===== src/rtl/waterfall_ctrl_pkg.sv =====
// Shared types and constants for the LED waterfall controller.
// next_pattern() holds the per-mode LED stepping rules used by the top FSM.
package waterfall_ctrl_pkg;

    typedef enum logic [1:0] {
        ST_IDLE  = 2'd0,
        ST_RUN   = 2'd1,
        ST_PAUSE = 2'd2
    } state_t;

    typedef enum logic [1:0] {
        MODE_LEFT   = 2'b00,
        MODE_RIGHT  = 2'b01,
        MODE_BOUNCE = 2'b10,
        MODE_FILL   = 2'b11
    } mode_t;

    localparam int unsigned MUL_X1  = 1;
    localparam int unsigned MUL_X2  = 2;
    localparam int unsigned MUL_X5  = 5;
    localparam int unsigned MUL_X10 = 10;

    localparam logic [7:0] LED_RST = 8'h01;

    // Returns {dir_right_next, led_next}. Bounce turns around at either
    // endpoint regardless of the stored direction, so entry from 8'h80 works.
    function automatic logic [8:0] next_pattern(input mode_t m, input logic [7:0] led,
                                                input logic dir_right);
        logic       go_left;
        logic [7:0] nxt;
        logic       dr;
        go_left = (led == 8'h01) || (!dir_right && (led != 8'h80));
        nxt     = led;
        dr      = dir_right;
        case (m)
            MODE_LEFT:   nxt = (led == 8'h80) ? 8'h01 : {led[6:0], 1'b0};
            MODE_RIGHT:  nxt = (led == 8'h01) ? 8'h80 : {1'b0, led[7:1]};
            MODE_BOUNCE: begin
                nxt = go_left ? {led[6:0], 1'b0} : {1'b0, led[7:1]};
                dr  = go_left ? (nxt == 8'h80) : (nxt != 8'h01);
            end
            default:     nxt = (led == 8'hFF) ? 8'h01 : {led[6:0], 1'b1};
        endcase
        return {dr, nxt};
    endfunction

endpackage


===== src/rtl/btn_debounce.sv =====
// One button debouncer: the filtered level follows the input only after
// DB_CYCLES consecutive samples differ from it; rise pulses on its 0->1 change.
module btn_debounce #(
    parameter int unsigned DB_CYCLES = 20
) (
    input  logic clk,
    input  logic rst,
    input  logic btn,
    output logic rise
);

    logic [15:0] run_cnt;
    logic        level;
    logic        level_q;

    always_ff @(posedge clk or posedge rst) begin
        if (rst) begin
            run_cnt <= '0;
            level   <= 1'b0;
            level_q <= 1'b0;
        end else begin
            level_q <= level;
            if (btn == level) begin
                run_cnt <= '0;
            end else if (run_cnt == 16'(DB_CYCLES - 1)) begin
                level   <= btn;
                run_cnt <= '0;
            end else begin
                run_cnt <= run_cnt + 16'd1;
            end
        end
    end

    assign rise = level & ~level_q;

endmodule


===== src/rtl/waterfall_ctrl.sv =====
// LED waterfall controller: IDLE/RUN/PAUSE FSM stepping an 8-bit pattern.
// Define WATERFALL_CTRL_DEBOUNCE_EN to pass the buttons through btn_debounce.
module waterfall_ctrl
    import waterfall_ctrl_pkg::*;
#(
    parameter int unsigned TICK_UNIT = 10_000_000,
    parameter int unsigned DB_CYCLES = 20
) (
    input  logic       clk,
    input  logic       rst,
    input  logic       start_btn,
    input  logic       stop_btn,
    input  logic       pause_btn,
    input  logic [1:0] freq_set,
    input  logic [1:0] mode,
    output logic [7:0] led,
    output logic       busy,
    output logic       tick
);

    if (TICK_UNIT < 1 || TICK_UNIT > 400_000_000) begin : g_bad_tick_unit
        $error("waterfall_ctrl: TICK_UNIT out of range");
    end
    if (DB_CYCLES < 2 || DB_CYCLES > 65535) begin : g_bad_db_cycles
        $error("waterfall_ctrl: DB_CYCLES out of range");
    end

    // 10 * 400M still fits in 32 bits; products are formed in 64 bits first.
    localparam logic [63:0] TU64    = 64'(TICK_UNIT);
    localparam logic [31:0] LIM_X1  = 32'(TU64 * 64'(MUL_X1));
    localparam logic [31:0] LIM_X2  = 32'(TU64 * 64'(MUL_X2));
    localparam logic [31:0] LIM_X5  = 32'(TU64 * 64'(MUL_X5));
    localparam logic [31:0] LIM_X10 = 32'(TU64 * 64'(MUL_X10));

    logic start_rise, stop_rise, pause_rise;

`ifdef WATERFALL_CTRL_DEBOUNCE_EN
    btn_debounce #(.DB_CYCLES(DB_CYCLES)) u_db_start (
        .clk(clk), .rst(rst), .btn(start_btn), .rise(start_rise)
    );
    btn_debounce #(.DB_CYCLES(DB_CYCLES)) u_db_stop (
        .clk(clk), .rst(rst), .btn(stop_btn), .rise(stop_rise)
    );
    btn_debounce #(.DB_CYCLES(DB_CYCLES)) u_db_pause (
        .clk(clk), .rst(rst), .btn(pause_btn), .rise(pause_rise)
    );
`else
    logic [2:0] btn_prev;

    always_ff @(posedge clk or posedge rst) begin
        if (rst) btn_prev <= '0;
        else     btn_prev <= {pause_btn, stop_btn, start_btn};
    end

    assign start_rise = start_btn & ~btn_prev[0];
    assign stop_rise  = stop_btn  & ~btn_prev[1];
    assign pause_rise = pause_btn & ~btn_prev[2];
`endif

    state_t      state, state_n;
    logic [31:0] cnt, cnt_n;
    logic [31:0] limit;
    logic [7:0]  led_n;
    logic        dir_right, dir_n;
    logic [1:0]  lat_freq, freq_n;
    mode_t       lat_mode, mode_n;
    logic        tick_n;
    logic [8:0]  step;
    logic        boundary;

    always_comb begin
        limit = LIM_X1;
        case (lat_freq)
            2'b01:   limit = LIM_X2;
            2'b10:   limit = LIM_X5;
            2'b11:   limit = LIM_X10;
            default: limit = LIM_X1;
        endcase
    end

    always_ff @(posedge clk or posedge rst) begin
        if (rst) begin
            state     <= ST_IDLE;
            cnt       <= 32'd1;
            led       <= LED_RST;
            dir_right <= 1'b0;
            lat_freq  <= 2'b00;
            lat_mode  <= MODE_LEFT;
            tick      <= 1'b0;
        end else begin
            state     <= state_n;
            cnt       <= cnt_n;
            led       <= led_n;
            dir_right <= dir_n;
            lat_freq  <= freq_n;
            lat_mode  <= mode_n;
            tick      <= tick_n;
        end
    end

    always_comb begin
        state_n  = state;
        cnt_n    = cnt;
        led_n    = led;
        dir_n    = dir_right;
        freq_n   = lat_freq;
        mode_n   = lat_mode;
        tick_n   = 1'b0;
        step     = next_pattern(lat_mode, led, dir_right);
        boundary = (lat_mode == MODE_RIGHT) ? (step[7:0] == 8'h80) : (step[7:0] == LED_RST);

        if (stop_rise) begin
            state_n = ST_IDLE;
            cnt_n   = 32'd1;
            led_n   = LED_RST;
            dir_n   = 1'b0;
        end else begin
            case (state)
                ST_IDLE: if (start_rise) begin
                    state_n = ST_RUN;
                    cnt_n   = 32'd1;
                    freq_n  = freq_set;
                    mode_n  = mode_t'(mode);
                end
                ST_RUN: begin
                    if (pause_rise) begin
                        state_n = ST_PAUSE;
                    end else if (cnt == limit) begin
                        cnt_n  = 32'd1;
                        led_n  = step[7:0];
                        dir_n  = step[8];
                        tick_n = 1'b1;
                        // New speed/mode only take effect at a pattern boundary.
                        if (boundary) begin
                            freq_n = freq_set;
                            mode_n = mode_t'(mode);
                            if (mode_t'(mode) != lat_mode) dir_n = 1'b0;
                        end
                    end else begin
                        cnt_n = cnt + 32'd1;
                    end
                end
                ST_PAUSE: if (start_rise) state_n = ST_RUN;
                default:  state_n = ST_IDLE;
            endcase
        end
    end

    assign busy = (state != ST_IDLE);

endmodule


===== config.mk =====
export PLATFORM = sky130hd
export DESIGN_NAME = waterfall_ctrl
export DESIGN_NICKNAME = d
export VERILOG_FILES = /design/src/rtl/waterfall_ctrl_pkg.sv /design/src/rtl/btn_debounce.sv /design/src/rtl/waterfall_ctrl.sv
export SDC_FILE = /design/constraint.sdc
export NUM_CORES = 1
export LEC_CHECK = 0
export ABC_AREA = 0
export BUFFER_PORTS_ARGS = -buffer_cell sky130_fd_sc_hd__clkbuf_2
export CAP_MARGIN = 0
export CORE_UTILIZATION = 25
export DETAILED_ROUTE_END_ITERATION = 16
export MAX_ROUTING_LAYER = met4
export PLACE_DENSITY = 0.42
export SETUP_SLACK_MARGIN = 0.1
export SYNTH_ARGS = -nofsm -noshare
export SYNTH_HDL_FRONTEND = slang
export SYNTH_SLANG_ARGS = --single-unit

===== constraint.sdc =====
create_clock -name clk -period 5.35 [get_ports clk]
set_input_delay 0.535 -clock clk [delete_from_list [all_inputs] [get_ports clk]]
set_output_delay 0.535 -clock clk [all_outputs]
set_load 0.05 [all_outputs]

== Word level (Yosys, flattened, before mapping) ==
Cells that the tools add are included.
W data, S select, Z words.
Operators by class
  muxes and demuxes: 42
  reduce and logical (&&, ||, !) cells: 15
  add/subtract/negate cells: 1
  eq/ne operators: 26
  bitwise logic cells: 7
Operator list (count)
  $mux W32: 4
  $pmux W27 S3: 1
  $mux W8: 8
  $pmux W32 S2: 1
  $add A32 B1 Y32 const B: 1
  $eq A32 B32 Y1: 1
  $eq A8 B8 Y1 const B: 4
  $pmux W8 S3: 1
  $mux W2: 11
  $eq A8 B1 Y1 const B: 2
  $mux W1: 13
  $pmux W2 S2: 3
  $ne A2 B2 Y1 const B: 5
  $ne A3 B3 Y1 const B: 3
  $eq A2 B2 Y1 const B: 4
  $ne A8 B1 Y1 const B: 1
  $ne A8 B8 Y1 const B: 1
  $reduce_bool A2 Y1: 4
  $eq A2 B1 Y1 const B: 3
  $reduce_and A3 Y1: 2
  $reduce_and A6 Y1: 1
  $logic_not A2 Y1: 2
  $not A1 Y1: 4
  $and A1 B1 Y1: 3
  8 further kinds: 8
Word-level totals
  input bits: 9
  logic and storage cells: 99
  output and inout bits: 10
  flip-flop bits (word level): 51

== Depth between registers and ports, before layout ==
Gate-level depths: netlist of the first run.
  depth in word-level cells: 13
  gate-level depth with buffers: 10
  gate-level depth less buffers: 8

== Worst setup path after synthesis of the first run ==
Ideal clock, no wire load.
  path type: register to register
  from: register led[2]
  to: register dir_right
  clock period less this slack: 2709 ps
  stages on the path, launching flop included: 9
  slack: 2641 ps
  data arrival time: 2587 ps
  setup time: 122 ps
  cells stage by stage: dfrtp_1 buf_2 nor2_2 a32oi_1 a32oi_2 a2111oi_4 nand4_4 a21o_1 a32o_1
Between the ends
  cells in the longest elaborated chain, start to end: 13
Ends and longest elaborated chain
  start: declaration: RTL line waterfall_ctrl.sv:16  | output logic [7:0] led,
  start signal: assignment: RTL line waterfall_ctrl.sv:93  | led <= led_n;
  $ne A8 B8 Y1: RTL line waterfall_ctrl_pkg.sv:32  | go_left = (led == 8'h01) || (!dir_right && (led != 8'h80));
  $logic_and A1 B1 Y1: RTL line waterfall_ctrl_pkg.sv:32
  $logic_or A1 B1 Y1: RTL line waterfall_ctrl_pkg.sv:32
  $mux W8: RTL line waterfall_ctrl_pkg.sv:39  | nxt = go_left ? {led[6:0], 1'b0} : {1'b0, led[7:1]};
  $ne A8 B1 Y1 / $eq A8 B8 Y1 (equally long branches): RTL line waterfall_ctrl_pkg.sv:40  | dr = go_left ? (nxt == 8'h80) : (nxt != 8'h01);
  $mux W1: RTL line waterfall_ctrl_pkg.sv:40
  $mux W1: RTL line waterfall_ctrl_pkg.sv:35  | case (m)
  $mux W1: RTL line waterfall_ctrl.sv:137  | if (mode_t'(mode) != lat_mode) dir_n = 1'b0;
  $mux W1 (*): RTL line waterfall_ctrl.sv:134  | if (boundary) begin
  $mux W1 (*): RTL line waterfall_ctrl.sv:128  | end else if (cnt == limit) begin
  $mux W1 (*): RTL line waterfall_ctrl.sv:126  | if (pause_rise) begin
  $mux W1 (*): RTL line waterfall_ctrl.sv:118  | case (state)
  $mux W1 (*): RTL line waterfall_ctrl.sv:112  | if (stop_rise) begin
  end signal: assignment: RTL line waterfall_ctrl.sv:94  | dir_right <= dir_n;
  end: declaration: RTL line waterfall_ctrl.sv:64  | logic dir_right, dir_n;
Mark *: on every way between the ends. The rest lies on a longest branch, timed or not. The select of a mux whose other input is x is not followed.
A chain may end at the register's enable or synchronous reset.

== Final worst setup path of the first run ==
  from: register lat_mode[1]
  to: register dir_right
Between the ends
  cells in the longest elaborated chain, start to end: 9
Ends and longest elaborated chain
  start: declaration: RTL line waterfall_ctrl.sv:66  | mode_t lat_mode, mode_n;
  start signal: assignment: RTL line waterfall_ctrl.sv:96  | lat_mode <= mode_n;
  $eq A2 B2 Y1 (tied with other cells): RTL line waterfall_ctrl_pkg.sv:35
  $pmux W8 S3: RTL line waterfall_ctrl_pkg.sv:35
  $eq A8 B1 Y1 / $eq A8 B8 Y1 (equally long branches): RTL line waterfall_ctrl.sv:110  | boundary = (lat_mode == MODE_RIGHT) ? (step[7:0] == 8'h80) : (step[7:0] == LED_RST);
  $mux W1: RTL line waterfall_ctrl.sv:110
  $mux W1 (*): RTL line waterfall_ctrl.sv:134
  $mux W1 (*): RTL line waterfall_ctrl.sv:128
  $mux W1 (*): RTL line waterfall_ctrl.sv:126
  $mux W1 (*): RTL line waterfall_ctrl.sv:118
  $mux W1 (*): RTL line waterfall_ctrl.sv:112
Marked as above.

==> out/metrics.cfg, run 1 <==
[outcome]
status=completed

[logic_synthesis]
synth_fp_nets=440
syn_avg_cell_area_um2=8.36
synthFlopType=dfrtp_1
synth_edf_count=0
synth_top_area_share_pct=34.2
synth_area_leaders=dfrtp_1 (34%), mux2i_1 (4.7%), nand3_1 (4.3%), nor2_1 (4.3%), o21ai_0 (4.2%)
synth_top_cell_by_area=dfrtp_1
yosysSeqAreaShare_pct=35.7
ys_async_sr_fraction_pct=100
syn_area_mm2=0.00358
synth-seq-cells=51
syn_inst=429
synth.distinct_cells=73
synth_warnings=0

[floorplanning]
die_w_um=122
die_h_um=122
fp-row-count=43
ios=19
die_area_mm2=0.0148
start_util_pct=25.7
core_mm2=0.0139

[grt]
busiest_layer=met2
antenna_found_initial=0
grt_max_degree=52
overflow=0
grt_usage_pct=14.9
grt_pass1_wl_um=16700
grt_pass1_vias=3006
use_met2_pct=22.5
grtUsageMet3_pct=2.06
globalRouteMet1Util_pct=20.7

[worst_setup_path]
critPathKind=flop to flop
worstPathRequired_ns=5.53
cp_max_fo=24
crit_path_start_kind=flop
cp.arrival_ns=3.09
cp-end-kind=flop

[cells_and_area]
finalInstanceArea_mm2=0.00394
drive_gt1_share_pct=12.1
area_delta_synth_final_pct=9.88
layout_common_cells=dfrtp_1 (49), nor2_1 (41), nand2_1 (39)
fin_nets=441
final_common_cell=dfrtp_1
antenna_cells=0

[cts]
post-cts-setup-buffer-count=0
clk_latency_ns=0.29
cts-buffers-inserted=5
cts_hold_buf=0
cts_tree=yes
cts-htree-levels=2
path_clk_slew_ns=0.07
clockRootBuffer=clkbuf_16
clockBufferDepth=2
cts-resized-gates=0
clkSinkCount=51

[detailed_routing]
vias=3254
drtPass1Iterations=4
first_iter_violations=219
post_drt_wl_per_cell_um=16.6
drc=0
vias_per_cell=5.33
totalWireLength_um=10200
ant_nets=0

[sta]
maxSlewViolCount=0
hold_violations=0
period_minus_slack_ns=2.91
tns_ns=0
fin_crit_sh_pct=54.4
worst_slack_ns=2.44
fmax_ghz=0.344
setup_viol=0
hold_slack_ns=0.372
rsz0062_at_grt=false
worstMarginPinSlew_ns=0.922
fin_worst_skew_ns=0.00913
slew-limit-headroom_pct=38.2

[placed_design]
place_ws_ns=2.48
dpl-instance-area_mm2=0.00380
hpwl_um=6980
place.gp.congestion=0.844
io_buffers=18

[power]
power_w=0.00108
p_leak_nw=1.54
peakVddDrop_mv=0.133
power_density_mw_per_mm2=274

[run]
cap_violations=0

[min_path]
hold_class=primary input to flop

-- stage by stage --
step	instances	util, %
final	611	28.3
after global routing	611	28.3
after CTS	611	28.3
after detailed placement	603	27.3
after global placement	603	27.3
after floorplan	429	-
-- Yosys cell counts (3+ instances only) --
master / count
a21o_1: 3
a21oi_1: 18
a22o_1: 3
a311o_1: 4
a311oi_1: 4
and2_1: 4
and3_1: 9
buf_2: 5
buf_4: 5
clkbuf_1: 16
dfrtp_1: 49
inv_1: 16
mux2i_1: 17
nand2_1: 39
nand2b_1: 6
nand3_1: 31
nand4_1: 8
nor2_1: 41
nor2b_1: 4
nor3_1: 17
nor3b_1: 5
nor4_1: 6
nor4b_1: 3
o211ai_1: 3
o21ai_0: 30
o22ai_1: 5
o31ai_1: 6
or2_2: 3
or3_1: 3
xnor2_1: 4
xor2_1: 3
-- sequential cells by signal, summed over array words and instances, names as in the netlist --
name / cells
lat_freq: 2
cnt: 32
btn_prev: 3
lat_mode: 2
dir_right: 1
led: 8
tick: 1
state: 2
-- critical path: stages, from the launching register on --
cell,delay [ns]
dfrtp_1,0.80
nand2_1,0.22
a2111oi_0,0.57
o32ai_1,0.21
a2111oi_4,0.35
nand4_4,0.21
a21o_1,0.21
a32o_1,0.24
-- routing by layer --
layer	wire (um)	part of all wire, %
met4	108	1.1
met1	4920	48
met2	4790	47
met3	355	3.5
met5	0	0
-- cell type report --
type                            count  area, um^2
Fill cell                        1484       10000
Multi-Input combinational cell    333        2110
Sequential cell                    51        1280
Tap cell                          180         225
Clock buffer                        7         133
Timing Repair Buffer               23         128
Inverter                           16        60.1
Clock inverter                      1        5.00
-- final timing paths --
kind                                   from           to  slack (ns)  depth (start not counted)
worst max register to register  lat_mode[1]    dir_right        2.44                          7
max in group asynchronous               rst      cnt[15]        4.49                          3
worst max-delay path            lat_mode[1]    dir_right        2.44                          7
min in group asynchronous               rst  btn_prev[2]        0.42                          3
worst min register to register      cnt[10]      cnt[10]        0.53                          1
worst min-delay path              pause_btn  btn_prev[2]        0.37                          1
-- cell families after synthesis --
| logic type | after synthesis | synth area share [%] |
|---|---|---|
| xor+xnor | 7 | 1.71 |
| buf+inv | 45 | 5.62 |
| flops | 51 | 35.7 |
| mux | 18 | 5.06 |
| simple gates | 199 | 30.0 |
| compound gates | 107 | 21.3 |
| fa+ha+maj | 2 | 0.698 |
-- report_power, final --
group | internal (W) | switching, W
sequential | 0.000406 | 0.0000872
clock | 0.000173 | 0.000142
combinational | 0.000113 | 0.000157
No activity file was read; power rests on OpenSTA's default activity.
==> inputs of run 2 (changes only) <==
Clock period 5.35 ns to 3 ns, I/O delays scaled along.
==> run 2 against run 1 <==
  * Hold slack lost 0.33 ns
  * Sequential power rose by 61%
  * Non-clock buffer count increased by 15
  * Critical endpoint unchanged
  * Highest routed layer unchanged
==> out/metrics.cfg, run 2 (synthesized netlist as in run 1, its figures left out) <==
[grt]
grt_pass1_vias=3161
busiest_layer=met2
grtUsageMet3_pct=1.83
overflow=0
antenna_found_initial=0
grt_max_degree=27
grt_pass1_wl_um=17300
use_met2_pct=25.2
globalRouteMet1Util_pct=20.3
grt_usage_pct=15.4

[cells_and_area]
nFillCells=1456
antenna_cells=0
layout_common_cells=dfrtp_1 (48), nor2_1 (40), nand2_1 (39)
area_delta_synth_final_pct=13.4
fin_cells=626
drive_gt1_share_pct=15.7
regMostFlops=cnt
reg_top3=cnt: 32 flops, led: 8 flops, btn_prev: 3 flops
finalInstanceArea_mm2=0.00406
fin_nets=456
final_common_cell=dfrtp_1
largest_reg_flops=32

[detailed_routing]
ant_nets=0
drtPass1Iterations=4
vias_per_cell=5.28
drc=0
totalWireLength_um=10600
post_drt_wl_per_cell_um=16.9
first_iter_violations=206
vias=3303

[sta]
setup_viol=0
period_minus_slack_ns=2.75
hold_slack_ns=0.0448
fmax_ghz=0.364
slew-limit-headroom_pct=54.6
maxSlewViolCount=0
fin_worst_skew_ns=0.00948
worstMarginPinSlew_ns=0.680
tns_ns=0
hold_violations=0
rsz0062_at_grt=false
fin_crit_sh_pct=91.6

[placed_design]
place.gp.congestion=0.804
dpl-instance-area_mm2=0.00391
hpwl_um=7640
placedCellCount=618
io_buffers=18

[outcome]
status=completed

[cts]
cts_tree=yes
cts-htree-levels=2
cts-resized-gates=0
clkSinkCount=51
clockRootBuffer=clkbuf_16
clockBufferDepth=2
path_clk_slew_ns=0.07
cts-buffers-inserted=5
post-cts-setup-buffer-count=0
clk_latency_ns=0.29
cts_hold_buf=0

[floorplanning]
die_area_mm2=0.0148
die_w_um=122
ios=19
fp-row-count=43
core_mm2=0.0139
die_h_um=122
start_util_pct=25.7

[min_path]
hold_class=primary input to asynchronous set/reset pin

[worst_setup_path]
crit_path_start_kind=flop
worstPathRequired_ns=3.18
rrSetupSlack_ns=0.25
cp-end-kind=flop
cp_max_fo=10
cp.arrival_ns=2.93
ff2ff_path_depth=7
critPathKind=flop to flop

[power]
power_w=0.00200
power_density_mw_per_mm2=491
p_leak_nw=1.61
peakVddDrop_mv=0.263

[run]
cap_violations=0

==> run 2: power breakdown <==
group / internal [W] / total [W] / switching, W
logic: 0.000245 / 0.000635 / 0.000390
registers: 0.000728 / 0.000794 / 0.0000659
clock network: 0.000310 / 0.000567 / 0.000257
total: 0.00128 / 0.00200 / 0.000713
==> run 2: critical path: stages, from the launching register on <==
cell       delay (ns)
dfrtp_1          0.59
nor3_1           0.14
a2111oi_0        0.62
o32ai_1          0.23
a2111oi_4        0.37
nand4_4          0.22
a21o_1           0.22
a32o_1           0.24
==> run 2: layout make-up <==
| class | count | area, um^2 | share of cell area, % |
|---|---|---|---|
| Sequential cell | 51 | 1280 | 31.5 |
| Tap cell | 180 | 225 | 5.54 |
| Timing Repair Buffer | 38 | 240 | 5.91 |
| Clock inverter | 1 | 5.00 | 0.123 |
| Inverter | 16 | 60.1 | 1.48 |
| Multi-Input combinational cell | 333 | 2120 | 52.2 |
| Clock buffer | 7 | 133 | 3.26 |
==> run 2: final timing paths <==
kind / start / endpoint
min reg2reg: cnt[0] / cnt[0]
min: rst / cnt[7]
max in group asynchronous: rst / cnt[0]
max: led[2] / dir_right
min in group clk: pause_btn / btn_prev[2]
max reg2reg: led[2] / dir_right
==> run 2: per-stage QoR <==
step	utilization, %	worst slack (ns)
final	29.2	0.251
after global routing	29.2	0.134
after CTS	29.0	0.149
after detailed placement	28.1	0.172
after global placement	28.1	0.166
after floorplan	-	0.291
==> run 2: per-layer routing <==
metal	vias to the layer above	share of wire, %
met1	1628	48
met3	7	2.7
li1	1615	-
met2	53	48
met4	0	0.95
met5	-	0
==> inputs of run 3 (changes only) <==
Settings changed: CORE_ASPECT_RATIO from default to 0.9, SKIP_LAST_GASP from default to 1.
==> run 3 against run 2 <==
  * Final cell count rose by 2.7%
  * Wire length barely moved
  * Maximum frequency rose by 3.1%
  * Hold slack improved by 0.084 ns
  * Flip-flop and latch count did not move
  * Combinational power fell by 12%
  * Register-to-register slack improved by 0.08 ns
  * Critical path type unchanged
  * Critical endpoint unchanged
  * Largest cell class unchanged
==> out/metrics.cfg, run 3 (synthesized netlist as in run 1, its figures left out) <==
[outcome]
status=completed

[cells_and_area]
finalInstanceArea_mm2=0.00413
antenna_cells=0
layout_common_cells=dfrtp_1 (49), nor2_1 (41), nand2_1 (39)
drive_gt1_share_pct=15.6
fin_nets=460
fin_util_pct=29.5
regMostFlops=cnt
reg_top3=cnt: 32 flops, led: 8 flops, btn_prev: 3 flops
final_common_cell=dfrtp_1
fin_cells=643
largest_reg_flops=32
area_delta_synth_final_pct=15.1

[detailed_routing]
post_drt_wl_per_cell_um=16.5
totalWireLength_um=10600
ant_nets=0
first_iter_violations=279
drtPass1Iterations=5
vias=3370
vias_per_cell=5.24
drc=0

[placed_design]
io_buffers=18
placedCellCount=634
hpwl_um=7720
place.gp.congestion=0.849
dpl-instance-area_mm2=0.00395

[floorplanning]
fp-row-count=41
core_mm2=0.0140
die_h_um=116
ios=19
die_w_um=128
die_area_mm2=0.0148
start_util_pct=25.6

[sta]
slew-limit-headroom_pct=60.0
setup_viol=0
worstMarginPinSlew_ns=0.600
tns_ns=0
hold_violations=0
fin_crit_sh_pct=88.9
maxSlewViolCount=0
fin_worst_skew_ns=0.00847
period_minus_slack_ns=2.67
fmax_ghz=0.375
rsz0062_at_grt=false

[grt]
grt_usage_pct=15.9
antenna_found_initial=0
grt_max_degree=43
grt_pass1_wl_um=17800
grt_pass1_vias=3228
overflow=0

[cts]
cts-buffers-inserted=5
clockBufferDepth=2
clkSinkCount=51
clk_latency_ns=0.29
clockRootBuffer=clkbuf_16
post-cts-setup-buffer-count=0
path_clk_slew_ns=0.07
cts-htree-levels=2
cts_tree=yes

[worst_setup_path]
critical_path.max_stage_delay_ns=0.52
crit_path_start_kind=flop
ff2ff_path_depth=7
cp_top_family=compound AO/OA/AOI/OAI gates
crit_path_top_delay_cell=nor4_4
cp-end-kind=flop
cp_cell_sequence=nor4_4, a31o_4, a32oi_2, a2111oi_4, nand4_4, a21o_1, a32o_1
cp_max_fo=10
critPathKind=flop to flop
cp.arrival_ns=2.85
timing.rr.end=dir_right
rrSetupSlack_ns=0.33
worstPathRequired_ns=3.18
crit_buf_inv=0
reg2reg_from=led[1]

[min_path]
hold_class=primary input to flop
worstHoldStart=pause_btn
hold_end=btn_prev[2]
hold_path_depth=1

[power]
p_leak_nw=1.64
power_density_mw_per_mm2=495
peakVddDrop_mv=0.254

[run]
cap_violations=0

[run 3: changes by cell type in the layout (fill, tap and decap cells not counted)]
cell and delta:
a311oi_1 +1, a311oi_2 -1, buf_4 +3, bufinv_16 +1, clkinv_2 -1, dfrtp_1 +1
dfrtp_2 -1, dlygate4sd3_1 +1, nor2_1 +1, nor2_2 -1
[run 3: routing by layer]
layer  global-route usage (%)  share of wire [%]  vias to the layer above
li1                         -                  -                     1617
met1                     22.3                 51                     1680
met2                     23.5                 44                       64
met3                     2.59                3.7                        9
met4                     4.31                1.2                        0
met5                        -                  0                        -
[run 3: stage by stage]
stage | setup WS (ns) | hold WS [ns] | total power (W)
final | 0.332 | 0.128 | 0.00205
after global routing | 0.201 | 0.119 | 0.00217
after CTS | 0.214 | 0.122 | 0.00207
after detailed placement | 0.219 | 0.230 | 0.00141
after global placement | 0.244 | 0.223 | 0.00140
after floorplan | 0.291 | 0.331 | 0.00126
[run 3: worst max path at each step]
stage / from / endpoint / depth (start not counted)
5_1_grt: led[2] / dir_right / 7
3_5_place_dp: led[2] / dir_right / 7
4_1_cts: led[2] / dir_right / 7
2_1_floorplan: led[2] / dir_right / 8
3_3_place_gp: led[5] / dir_right / 7
6_report: led[1] / dir_right / 7
[run 3: repair_timing]
item | 4_1_cts | 5_1_grt
endpoints found under the setup margin | 0 | 5
hold endpoints to repair | 8 | 0
resized for setup | 0 | 2
hold buffers | 1 | 0
[run 3: final cells by class]
cell class	instances	area, um^2
tap	193	241
sequential	51	1280
fill	1505	9880
timing repair buffer	42	273
multi-input combinational	333	2110
inverter	16	60.1
clock inverter	1	30.0
clock buffer	7	133
[run 3: power breakdown]
part           switching, W  internal (W)
Combinational      0.000326      0.000230
Clock              0.000253      0.000395
Sequential         0.000116      0.000725
Total              0.000695       0.00135
